$ cat config.mk
export PLATFORM = sky130hd
export DESIGN_NAME = stack_unit
export DESIGN_NICKNAME = d
export VERILOG_FILES = /design/src/rtl/stack_unit.sv
export SDC_FILE = /design/constraint.sdc
export NUM_CORES = 1
export LEC_CHECK = 0
export CORE_AREA = 3 3 142 144
export CTS_BUF_LIST = sky130_fd_sc_hd__clkbuf_4
export CTS_CLUSTER_SIZE = 10
export DETAILED_ROUTE_END_ITERATION = 10
export DIE_AREA = 0 0 145 147
export GPL_TIMING_DRIVEN = 0
export PLACE_DENSITY = 0.62
export SYNTH_ARGS = -nofsm -noshare
export SYNTH_HDL_FRONTEND = slang
export SYNTH_SLANG_ARGS = --single-unit
$ cat constraint.sdc
create_clock -name clk -period 4.74 [get_ports clk]
set_clock_uncertainty 0.1 [all_clocks]
set_input_delay 1.422 -clock clk [delete_from_list [all_inputs] [get_ports clk]]
set_output_delay 1.422 -clock clk [all_outputs]
set_load 0.05 [all_outputs]
$ cat src/rtl/stack_unit.sv
// LIFO stack, DEPTH x WIDTH register array with top/next-on-stack read ports and sticky error flags.
// Latency: an operation presented in cycle n is visible on tos/nos/count/empty/full/ack in cycle n+1.
// Backpressure: none; refused operations (push when full, pop when empty) are dropped and flagged via ovf/unf.
//
// Ports:
//   clk, rst           single clock, synchronous active-high reset
//   push, pop, din     operation strobes and push data (push & pop together replaces the top entry)
//   err_clr            clears ovf/unf at the next edge; a concurrent new error still sets its flag
//   tos, nos           top and next-on-stack entries, 0 when not valid
//   count, empty, full occupancy, 0..DEPTH
//   ack                one-cycle pulse after each accepted operation
//   ovf, unf           sticky overflow / underflow flags
module stack_unit #(
    parameter int WIDTH = 8,
    parameter int DEPTH = 16,
    localparam int AW   = $clog2(DEPTH)
) (
    input  logic             clk,
    input  logic             rst,
    input  logic             push,
    input  logic             pop,
    input  logic [WIDTH-1:0] din,
    input  logic             err_clr,
    output logic [WIDTH-1:0] tos,
    output logic [WIDTH-1:0] nos,
    output logic [AW:0]      count,
    output logic             empty,
    output logic             full,
    output logic             ack,
    output logic             ovf,
    output logic             unf
);

    localparam logic [AW:0] ONE     = (AW+1)'(1);
    localparam logic [AW:0] TWO     = (AW+1)'(2);
    localparam logic [AW:0] DEPTH_C = (AW+1)'(DEPTH);

    // Storage is never reset; only entries below count are observable.
    logic [WIDTH-1:0] mem_q [DEPTH];

    logic [AW:0] count_q, count_d;
    logic        ack_q,   ack_d;
    logic        ovf_q,   ovf_d;
    logic        unf_q,   unf_d;

    logic          wr_en;
    logic [AW-1:0] wr_idx;
    logic [AW:0]   top_ptr;
    logic [AW:0]   nxt_ptr;
    logic          is_empty;
    logic          is_full;

    assign is_empty = (count_q == '0);
    assign is_full  = (count_q == DEPTH_C);
    assign top_ptr  = count_q - ONE;
    assign nxt_ptr  = count_q - TWO;

    always_comb begin
        count_d = count_q;
        ack_d   = 1'b0;
        ovf_d   = ovf_q & ~err_clr;
        unf_d   = unf_q & ~err_clr;
        wr_en   = 1'b0;
        wr_idx  = count_q[AW-1:0];

        if (push && !pop) begin
            if (!is_full) begin
                wr_en   = 1'b1;
                wr_idx  = count_q[AW-1:0];
                count_d = count_q + ONE;
                ack_d   = 1'b1;
            end else begin
                ovf_d = 1'b1;   // set wins over err_clr
            end
        end else if (pop && !push) begin
            if (!is_empty) begin
                count_d = top_ptr;
                ack_d   = 1'b1;
            end else begin
                unf_d = 1'b1;
            end
        end else if (push && pop) begin
            // Replace-top keeps count unchanged, so it is legal even when full.
            if (!is_empty) begin
                wr_en  = 1'b1;
                wr_idx = top_ptr[AW-1:0];
                ack_d  = 1'b1;
            end else begin
                unf_d = 1'b1;
            end
        end

        // Reset overrides any concurrent operation and error event.
        if (rst) begin
            count_d = '0;
            ack_d   = 1'b0;
            ovf_d   = 1'b0;
            unf_d   = 1'b0;
            wr_en   = 1'b0;
        end
    end

    always_ff @(posedge clk) begin
        if (rst) begin
            count_q <= '0;
            ack_q   <= 1'b0;
            ovf_q   <= 1'b0;
            unf_q   <= 1'b0;
        end else begin
            count_q <= count_d;
            ack_q   <= ack_d;
            ovf_q   <= ovf_d;
            unf_q   <= unf_d;
        end
    end

    always_ff @(posedge clk) begin
        if (wr_en) begin
            mem_q[wr_idx] <= din;
        end
    end

    assign tos   = is_empty          ? '0 : mem_q[top_ptr[AW-1:0]];
    assign nos   = (count_q < TWO)   ? '0 : mem_q[nxt_ptr[AW-1:0]];
    assign count = count_q;
    assign empty = is_empty;
    assign full  = is_full;
    assign ack   = ack_q;
    assign ovf   = ovf_q;
    assign unf   = unf_q;

endmodule

Word-level counts from Yosys, hierarchy flattened
Memories as Yosys holds them, arrays and structs flattened.
Index checks and enable logic that the tools add are counted.

storage, ports and cells
  bits in read-only memories = 0
  bits in writable memories = 128
  memories = 1
  input port bits = 13
  bits in registers = 8
  latch bits = 0
  word-level logic and storage cells = 49

operators by class
  $lt $le $gt $ge = 1
  shifts and indexed selects = 0
  divide/modulo/power cells = 0
  reductions and logical operators = 8
  add/sub/neg operators = 3
  bitwise logic cells = 3
  multiply operators = 0
  muxes and demuxes = 26
  equal/unequal tests = 3

memories
  memory  depth  bits a word  read ports  clocked after memory_dff  wr ports  line  source
  mem_q   16     8            2           0                         1         39    logic [WIDTH-1:0] mem_q [DEPTH];

operators with widths
  operator               count
  $mux W5                4
  $mux W1                16
  $mux W4                4
  $mux W8                2
  $add A5 B1 Y5 const B  1
  $eq A5 B5 Y1 const B   1
  $logic_not A5 Y1       1
  $lt A5 B2 Y1 const B   1
  $sub A5 B1 Y5 const B  1
  $sub A4 B2 Y4 const B  1
  $logic_and A1 B1 Y1    3
  $reduce_and A3 Y1      1
  $and A1 B1 Y1          2
  $logic_not A1 Y1       2
  $ne A2 B1 Y1 const B   1
  $ne A2 B2 Y1 const B   1
  $reduce_bool A2 Y1     1
  $not A1 Y1             1

Depth between registers and ports, before layout
Gate-level depths: netlist of run 1.

  depth after elaboration = 8
  mapped depth = 9
  gate-level depth less buffers = 7

Worst setup path after synthesis of run 1
Ideal clock, no wire load.

  path type = reg2out
  from = register count_q[1] (netlist: count[1])
  to = output nos[3]
  cell stages (with the launch flop) = 9
  data arrival time = 3.207 ns
  data required time = 3.218 ns
  slack = 0.011 ns
  path through = dfxtp_1 > clkbuf_1 > inv_2 > ha_1 > clkbuf_1 > buf_1 > mux4_2 > mux2i_1 > o22ai_1

between the ends
  cells in the longest elaborated chain, start to end = 3

RTL lines
  what                    line  source
  start, declared         41    logic [AW:0] count_q, count_d;
  start signal, assigned  110   count_q <= count_d;
  $sub A4 B2 Y4           56    assign nxt_ptr = count_q - TWO;
  $mem_v2 Z16 W8          n/a
  $mux W8 (*)             124   assign nos = (count_q < TWO) ? '0 : mem_q[nxt_ptr[AW-1:0]];
  end, declared           25    output logic [WIDTH-1:0] nos,

Mark *: on every way between the ends. The rest lies on a longest branch, timed or not.

Worst setup path after layout of run 1
  from = register count_q[1] (netlist: count[1])
  to = output tos[2]

between the ends
  cells in the longest elaborated chain, start to end = 3

RTL lines
  what            line  source
  $sub A5 B1 Y5   55    assign top_ptr = count_q - ONE;
  $mem_v2 Z16 W8  n/a
  $mux W8 (*)     123   assign tos = is_empty ? '0 : mem_q[top_ptr[AW-1:0]];
  end, declared   24    output logic [WIDTH-1:0] tos,

Marks and branches as above.

==> metrics.md, run 1 <==
| Metric | Value |
|---|---|
| Final WS setup | `0.118 ns` |
| CTS clk-pin slew, worst paths | `0.14 ns` |
| Comb power frac | `0.556` |
| Layout net count | `445` |
| Power Total | `5.09 mW` |
| H-tree depth | `4` |
| Sequential fraction of the synthesis area | `0.603` |
| Largest net degree at the start of global routing | `17` |
| Clk_lat worst skew | `0.56 ns` |
| Number of detailed-route iterations in the first pass | `7` |
| Fill cell count | `1696` |
| Ant. Diodes | `0` |
| Final setup violation count | `0` |
| Syn_nets | `390` |
| Ports | `39` |
| Most frequently used flop master after synthesis | `edfxtp_1` |
| Crit-path max FO | `12` |
| Worst setup SP type | `flop` |
| Number of remaining DRC errors | `0` |
| Die width | `145 um` |
| Reg-to-reg setup timing slack | `1.24 ns` |
| Dominant cells by area after synthesis | `edfxtp_1 (58%), mux4_2 (22%), mux2i_1 (5.0%)` |
| Clock buffer count from CTS | `17` |
| Cell Rows | `50` |
| Cell count of the worst reg-to-reg path | `8` |
| Antenna violations before repair | `0` |
| Clk sinks | `136` |
| Leakage | `2.50 nW` |
| Synthesized area per cell | `17.9 um^2` |
| Worst endpoint required time | `3.22 ns` |
| CTS tree | `built` |
| First-pass GRT wire length | `25600 um` |
| Area delta synth->final | `16.9%` |
| Reg-to-reg startpoint | `count[1]` |
| RSZ-0062 raised after global routing | `false` |
| Beginning of the worst hold path | `ovf` |
| Peak VDD IR | `0.628 mV` |
| Non-filler cells, final | `699` |
| Vias in the first global route | `4026` |
| RR Endpoint | `mem_q[15][7]` |
| Initial Utilization | `0.352` |
| Max cap viols | `0` |
| Fin Hold WS | `0.407 ns` |
| Final worst path period need | `4.62 ns` |
| Synth Register Bits | `136` |
| Min-delay worst type | `flop to flop` |
| First DRT Iteration DRCs | `395` |
| Share of layout cells above drive strength 1 | `0.333` |
| WL met3 | `1150 um` |
| Proportion of netlist area held by the largest area contributor | `0.579` |
| Number of synthesized flops with an enable pin | `128` |
| Detailed-route via count | `3950` |
| Met2 WL post-DR | `8500 um` |
| DP Wirelength | `11600 um` |
| Max Used Layer | `met4` |
| Postcts setup bufs | `0` |
| Buffers on Ports | `37` |
| Met1 Wirelength | `7220 um` |
| Avg WL per Cell | `24.5 um` |
| GRT Total Usage | `0.163` |
| Grt ovf | `0` |
| WHS Endpoint | `ovf` |
| Clk buf depth | `2` |
| Status | `complete, no violations` |
| Switching Share | `0.439` |
| GP Congestion | `0.930` |
| Net Switching | `2.23 mW` |
| Max-slew violation count | `0` |
| Worst path arrival time | `3.10 ns` |
| DRT antenna net count | `0` |
| Critical path type | `flop to primary output` |
| Final Hold Fails | `0` |
| Worst-Margin Slew | `1.22 ns` |
| CTS root buf | `clkbuf_4` |
| Die height | `147 um` |
| Async set-or-reset flop fraction in the synthesized netlist | `0` |
| Fmax | `0.216 GHz` |
| Post-synth top cells | `edfxtp_1 (128), mux4_2 (64), mux2i_1 (33)` |
| Yosys top cell by area | `edfxtp_1` |
| Crit end category | `primary output` |
| Pwr/cell area | `657 nW/um^2` |
| Tcrit/Tclk final | `0.975` |
| Synthesized area | `6640 um^2` |
| Core area | `18800 um^2` |
| Clk network pwr share | `0.166` |
| Ys Warns | `0` |
| Seq pwr share | `0.278` |
| Slew HR | `0.189` |
| Count of cell types in the netlist | `41` |
| Die ar. | `21300 um^2` |
| Most frequent cell after synthesis | `edfxtp_1` |
| Hold path depth | `2` |
| CTS Hold Bufs | `0` |
| TNS Setup | `0 ns` |
| Dpl cells | `668` |
| Synth Instances | `371` |
| Vias per cell | `5.65` |
| Setup WS pre-CTS | `-1.11 ns` |
| Routed Wire Length | `17100 um` |
| Cell Int Power | `2.86 mW` |
| Post-cts gate resize count | `94` |
cell type report:
type	instances	area (um^2)	share of cell area
inverter	7	28.8	0.00371
timing repair buffer	38	355	0.0458
clock inverter	15	191	0.0247
tap	260	325	0.0419
sequential	136	4010	0.517
clock buffer	17	128	0.0165
buffer	23	220	0.0284
multi-input combinational	203	2490	0.322
power groups by stage:
stage	Clock (mW)	Combinational, mW	Sequential (mW)
detailed placement	0	2.76	1.43
global route	0.910	2.97	1.42
CTS	0.860	2.83	1.41
floorplan	0	1.88	1.48
finish	0.845	2.83	1.42
global placement	0	2.75	1.43
worst max-delay path by stage:
stage / from / endpoint / slack (ns) / cells after the start
5_1_grt: count[1] / tos[3] / 0.002 / 9
6_report: count[1] / tos[2] / 0.12 / 9
2_1_floorplan: count[1] / nos[3] / 0.01 / 8
3_3_place_gp: count[1] / nos[5] / -1.07 / 9
3_5_place_dp: count[1] / nos[5] / -1.11 / 9
4_1_cts: count[1] / tos[7] / 0.01 / 9
logic make-up (layout without fill, tap and decap cells):
group	count (synthesis)	count (layout)	share of synthesized area
AND/OR/NAND/NOR	37	37	0.0315
AO/OA/AOI/OAI	57	57	0.0537
adder cells (fa/ha/maj)	6	6	0.0113
multiplexers	97	97	0.267
flip-flops	136	136	0.603
XOR/XNOR	6	6	0.00792
buffers and inverters	32	100	0.0251
flip-flops by register name (all words and copies together) (netlist names):
register  cells
ovf           1
ack           1
unf           1
count         5
mem_q       128
layer usage:
metal / track usage / vias to the layer above
li1: - / 1687
met1: 0.218 / 2059
met4: 0.0461 / 0
met5: 0 / -
met3: 0.0410 / 22
met2: 0.269 / 182
per-stage QoR:
step,utilization,cell area (um^2)
after floorplan,-,6640
after global placement,0.389,7330
after detailed placement,0.389,7330
after CTS,0.411,7740
after global routing,0.412,7750
final,0.412,7750
worst max-delay path, stage by stage, from the launching register on:
cell and delay [ns]:
dfxtp_4 0.43, clkbuf_8 0.21, inv_4 0.13, ha_4 0.30
buf_12 0.15, buf_12 0.17, mux4_2 0.54, mux2i_1 0.20
o22ai_1 0.13, buf_4 0.25
cell usage in the layout (no fill, tap or decap), drive strengths merged, types with 2 or more instances in the layout:
cell type,n
mux2i,33
clkdlybuf4s15,7
nor2b,2
o22ai,16
and3,2
and2,2
buf,28
clkbuf,21
dfxtp,8
xnor2,2
o21ai,3
mux4,64
clkinv,3
nor2,11
a21oi,22
ha,6
bufinv,3
inv,12
nand2b,2
a31oi,3
a22oi,3
or3,3
xor2,4
clkinvlp,4
edfxtp,128
a32oi,6
nor3,5
nand2,4
clkdlybuf4s50,21
No activity file was read; power rests on OpenSTA's default activity.
==> inputs of run 2 (changes only) <==
==> config.mk (replaced) <==
export PLATFORM = sky130hd
export DESIGN_NAME = stack_unit
export DESIGN_NICKNAME = d
export VERILOG_FILES = /design/src/rtl/stack_unit.sv
export SDC_FILE = /design/constraint.sdc
export NUM_CORES = 1
export LEC_CHECK = 0
export CORE_AREA = 3 3 114 116
export CTS_BUF_LIST = sky130_fd_sc_hd__clkbuf_4
export CTS_CLUSTER_SIZE = 10
export DETAILED_ROUTE_END_ITERATION = 10
export DIE_AREA = 0 0 117 119
export GPL_TIMING_DRIVEN = 0
export PLACE_DENSITY = 0.85
export SYNTH_ARGS = -nofsm -noshare
export SYNTH_HDL_FRONTEND = slang
export SYNTH_SLANG_ARGS = --single-unit
==> metrics.md, run 2 (same netlist as run 1, synthesis figures left out) <==
| Metric | Value |
|---|---|
| Ports | `39` |
| Largest net degree at the start of global routing | `17` |
| Clk sinks | `136` |
| Number of remaining DRC errors | `0` |
| H-tree depth | `4` |
| Clk_lat worst skew | `0.56 ns` |
| Vias per cell | `6.96` |
| Leakage | `2.48 nW` |
| Die ar. | `13900 um^2` |
| Layout net count | `446` |
| Pwr/cell area | `655 nW/um^2` |
| Worst endpoint required time | `3.22 ns` |
| Final Hold Fails | `0` |
| GRT Total Usage | `0.247` |
| Dpl cells | `555` |
| Share of layout cells above drive strength 1 | `0.321` |
| Worst path arrival time | `3.12 ns` |
| Peak VDD IR | `0.696 mV` |
| Crit path from | `count[0]` |
| CP top delay family | `buffers and inverters` |
| Clk buf depth | `2` |
| Buffers on Ports | `37` |
| Die width | `117 um` |
| CTS clk-pin slew, worst paths | `0.12 ns` |
| Util after Layout | `0.627` |
| Crit-path max FO | `10` |
| Cell Rows | `40` |
| Status | `complete, no violations` |
| TNS Setup | `0 ns` |
| Max-slew violation count | `0` |
| Area delta synth->final | `13.5%` |
| Max cap viols | `0` |
| Non-filler cells, final | `586` |
| First DRT Iteration DRCs | `632` |
| Max reg flops | `128` |
| Multi-input gate area | `2490 um^2` |
| Worst-Margin Slew | `1.26 ns` |
| CTS Hold Bufs | `0` |
| Slew HR | `0.161` |
| CP Buf/Inv Count | `6` |
| DRT antenna net count | `0` |
| CTS root buf | `clkbuf_4` |
| DP Wirelength | `11000 um` |
| Antenna violations before repair | `0` |
| Final setup violation count | `0` |
| Number of detailed-route iterations in the first pass | `5` |
| Min-delay worst type | `flop to flop` |
| Routed Wire Length | `16300 um` |
| Fill cell count | `870` |
| Commonest non-fill, non-tap cell in the layout | `edfxtp_1` |
| Placed inst area | `7190 um^2` |
| CP cell instances | `buf_4 -> buf_12 -> clkinvlp_4 -> ha_4 -> buf_12 -> buf_4 -> mux4_2 -> mux2i_1 -> o22ai_1 -> buf_4` |
| Final worst path period need | `4.65 ns` |
| Most frequent CP cell | `buf_4` |
| Vias in the first global route | `4081` |
| CTS tree | `built` |
| CP peak stage delay | `0.56 ns` |
| Register with the most flip-flops | `mem_q` |
| Slowest cell on crit path | `mux4_2` |
| Final instance area | `7530 um^2` |
| GP Congestion | `0.978` |
| First-pass GRT wire length | `24400 um` |
| Grt ovf | `0` |
| Core area | `12000 um^2` |
| Reg-to-reg startpoint | `count[1]` |
| Beginning of the worst hold path | `ovf` |
| Critical path type | `flop to primary output` |
| Seq. cell area | `4010 um^2` |
| Clock buffer count from CTS | `17` |
| Commonest cells after routing, fill and taps aside | `edfxtp_1 (128), mux4_2 (64), mux2i_1 (33)` |
| Avg WL per Cell | `27.8 um` |
| Worst setup SP type | `flop` |
| Initial Utilization | `0.552` |
| Crit end category | `primary output` |
| Detailed-route via count | `4079` |
| Fmax | `0.215 GHz` |
| Die height | `119 um` |
| Tcrit/Tclk final | `0.980` |
| Ant. Diodes | `0` |
[run 2: cell types whose count changed in the layout (fill, tap and decap cells not counted), moves of 3 or more]
cell      delta
buf_4        +5
clkinv_1     +4
inv_6        -3
clkinv_2     +5
[run 2: path summary, 6_finish.rpt]
kind	endpoint	slack [ns]	depth (start not counted)
worst max-delay path	tos[6]	0.09	10
worst min-delay path	ovf	0.40	2
worst max register to register	mem_q[10][3]	1.19	8
worst min register to register	ovf	0.40	2
[run 2: metrics by stage]
stage | hold WS [ns] | power [mW] | setup slack, ns
2_1_floorplan | 0.657 | 3.37 | 0.0106
3_3_place_gp | 0.362 | 4.09 | -0.802
3_5_place_dp | 0.374 | 4.15 | -0.917
4_1_cts | 0.404 | 4.85 | 0.00684
5_1_grt | 0.411 | 5.11 | -0.0438
6_report | 0.404 | 4.93 | 0.0939
[run 2: repair_timing]
item / in CTS / in global routing
setup buffers: 0 / 1
gates resized for setup: 80 / 14
setup endpoints to repair: 18 / 9
[run 2: area by class of cell]
cell class,count,share of cell area
buffer,24,0.0286
clock buffer,18,0.0179
clock inverter,13,0.0150
inverter,7,0.00432
multi-input combinational,203,0.330
sequential,136,0.532
tap,147,0.0244
timing repair buffer,38,0.0472
[run 2: metal layers]
layer,global-route usage,up-vias,part of all wire
li1,-,1686,-
met2,0.382,300,0.49
met1,0.336,2045,0.38
met5,0,-,0
met4,0.111,0,0.035
met3,0.0559,48,0.095
[run 2: worst min-delay path, cell delays in order, from the launching register on]
cell and delay (ns):
dfxtp_1 0.35, a32oi_1 0.06, nor2_1 0.07
[run 2: report_power, final]
group,switching [mW],internal [mW]
combinational,1.70,1.11
sequential,0.0378,1.37
clock,0.410,0.302
total,2.15,2.78
==> inputs of run 3 (changes only) <==
--- a/config.mk
+++ b/config.mk
@@ -5,13 +5,14 @@
 export SDC_FILE = /design/constraint.sdc
 export NUM_CORES = 1
 export LEC_CHECK = 0
-export CORE_AREA = 3 3 114 116
+export CORE_AREA = 4 4 115 117
 export CTS_BUF_LIST = sky130_fd_sc_hd__clkbuf_4
 export CTS_CLUSTER_SIZE = 10
 export DETAILED_ROUTE_END_ITERATION = 10
-export DIE_AREA = 0 0 117 119
+export DIE_AREA = 0 0 119 121
 export GPL_TIMING_DRIVEN = 0
 export PLACE_DENSITY = 0.85
+export SETUP_SLACK_MARGIN = 0.05
 export SYNTH_ARGS = -nofsm -noshare
 export SYNTH_HDL_FRONTEND = slang
 export SYNTH_SLANG_ARGS = --single-unit
==> metrics.md, run 3 (same netlist as run 1, synthesis figures left out) <==
| Metric | Value |
|---|---|
| Status | `complete, no violations` |
| Clock buffer count from CTS | `17` |
| Leakage | `2.54 nW` |
| Ports | `39` |
| Grt ovf | `0` |
| Met2 WL post-DR | `8470 um` |
| Clk sinks | `136` |
| Seq. cell area | `4010 um^2` |
| Cell Rows | `41` |
| Die width | `119 um` |
| RR Endpoint | `mem_q[13][1]` |
| Worst-Margin Slew | `1.16 ns` |
| Critical path type | `flop to primary output` |
| Vias per cell | `6.62` |
| Core area | `12400 um^2` |
| Initial Utilization | `0.537` |
| Reg-to-reg setup timing slack | `1.27 ns` |
| Die ar. | `14400 um^2` |
| Clk buf depth | `2` |
| GP Congestion | `0.954` |
| DRT antenna net count | `0` |
| CTS clk-pin slew, worst paths | `0.12 ns` |
| CTS root buf | `clkbuf_4` |
| Met1 Wirelength | `5950 um` |
| Pwr/cell area | `661 nW/um^2` |
| Non-filler cells, final | `619` |
| Multi-input gate area | `2550 um^2` |
| Beginning of the worst hold path | `ovf` |
| Buffers on Ports | `37` |
| H-tree depth | `4` |
| Fmax | `0.218 GHz` |
| Worst path arrival time | `3.08 ns` |
| Area delta synth->final | `16.2%` |
| Crit-path max FO | `12` |
| GRT Total Usage | `0.237` |
| Commonest cells after routing, fill and taps aside | `edfxtp_1 (128), mux4_2 (64), mux2i_1 (32)` |
| Antenna violations before repair | `0` |
| Max reg flops | `128` |
| Final setup violation count | `0` |
| Clk_lat worst skew | `0.56 ns` |
| Largest net degree at the start of global routing | `17` |
| Avg WL per Cell | `26.5 um` |
| Crit end category | `primary output` |
| Register with the most flip-flops | `mem_q` |
| RSZ-0062 raised after global routing | `true` |
| Commonest non-fill, non-tap cell in the layout | `edfxtp_1` |
| Setup WS pre-CTS | `-0.859 ns` |
| Dpl cells | `580` |
| Hold path depth | `2` |
| Final WS setup | `0.142 ns` |
| Detailed-route via count | `4099` |
| Min-delay worst type | `flop to flop` |
| Worst endpoint required time | `3.22 ns` |
| CTS tree | `built` |
| Cell count of the worst reg-to-reg path | `8` |
| WL met3 | `1390 um` |
| Share of layout cells above drive strength 1 | `0.365` |
| Fill cell count | `877` |
| DP Wirelength | `11200 um` |
| Routed Wire Length | `16400 um` |
| First-pass GRT wire length | `24600 um` |
| WHS Endpoint | `ovf` |
| Layout net count | `453` |
| Reg-to-reg startpoint | `count[1]` |
| Max-slew violation count | `0` |
| Number of remaining DRC errors | `0` |
| Number of detailed-route iterations in the first pass | `5` |
| Final worst path period need | `4.60 ns` |
| Max cap viols | `0` |
| Max Used Layer | `met4` |
| Die height | `121 um` |
| Peak VDD IR | `0.937 mV` |
| Vias in the first global route | `4123` |
| Worst setup SP type | `flop` |
| Final Hold Fails | `0` |
| Slew HR | `0.229` |
| First DRT Iteration DRCs | `516` |
| Tcrit/Tclk final | `0.970` |
| Ant. Diodes | `0` |
==> run 3: cell count changes in the layout (fill, tap and decap cells not counted), moves of 2 or more <==
| cell | previous run | this run |
|---|---|---|
| buf_2 | 11 | 14 |
| clkbuf_16 | 0 | 2 |
| clkbuf_4 | 18 | 23 |
| dlygate4sd2_1 | 3 | 0 |
| o22ai_1 | 15 | 7 |
| o22ai_2 | 1 | 9 |
==> run 3: area by class of cell <==
cell class | instances | share of cell area
plain buffers | 24 | 0.0312
clock inverters | 12 | 0.0110
repair buffers | 45 | 0.0553
clock buffers | 20 | 0.0195
multi-input cells | 203 | 0.331
flip-flops and latches | 136 | 0.520
inverters | 7 | 0.00422
well taps | 172 | 0.0279
==> run 3: per-stage QoR <==
step	setup TNS [ns]	cell area, um^2	util	total power, mW	hold WS, ns
after floorplan	0	6690	-	3.42	0.657
after global placement	-10.35	7270	0.588	4.15	0.361
after detailed placement	-11.50	7270	0.588	4.22	0.376
after CTS	0	7570	0.612	4.89	0.403
after global routing	0	7710	0.624	5.29	0.440
final	0	7710	0.624	5.09	0.399
==> run 3: routing by layer <==
metal,vias up,global-route usage
li1,1707,-
met1,2074,0.286
met2,274,0.403
met3,44,0.0671
met4,0,0.101
met5,-,0
==> run 3: what timing repair did <==
action | CTS | global route
setup buffers | 0 | 6
endpoints found under the setup margin | 17 | 13
gates cloned | 0 | 2
hold buffers | 0 | 0
resized for setup | 90 | 27
==> run 3: worst max path at each step <==
stage	from	end	depth (start not counted)
after global placement	count[1]	nos[6]	9
final	count[1]	tos[2]	9
after detailed placement	count[1]	nos[6]	9
after global routing	count[1]	tos[0]	9
after CTS	count[0]	tos[2]	10
after floorplan	count[1]	tos[0]	8
==> run 3: power breakdown <==
group,switching [mW],internal (mW)
logic,1.78,1.24
registers,0.0371,1.37
clock network,0.401,0.265
total,2.22,2.88
==> run 3: critical path: stages, from the launching register on <==
cell and delay [ns]:
dfxtp_2 0.42, clkbuf_8 0.21, inv_4 0.12, ha_4 0.30, buf_12 0.15, buf_12 0.14
mux4_2 0.57, mux2i_2 0.24, o22ai_2 0.15, buf_6 0.20
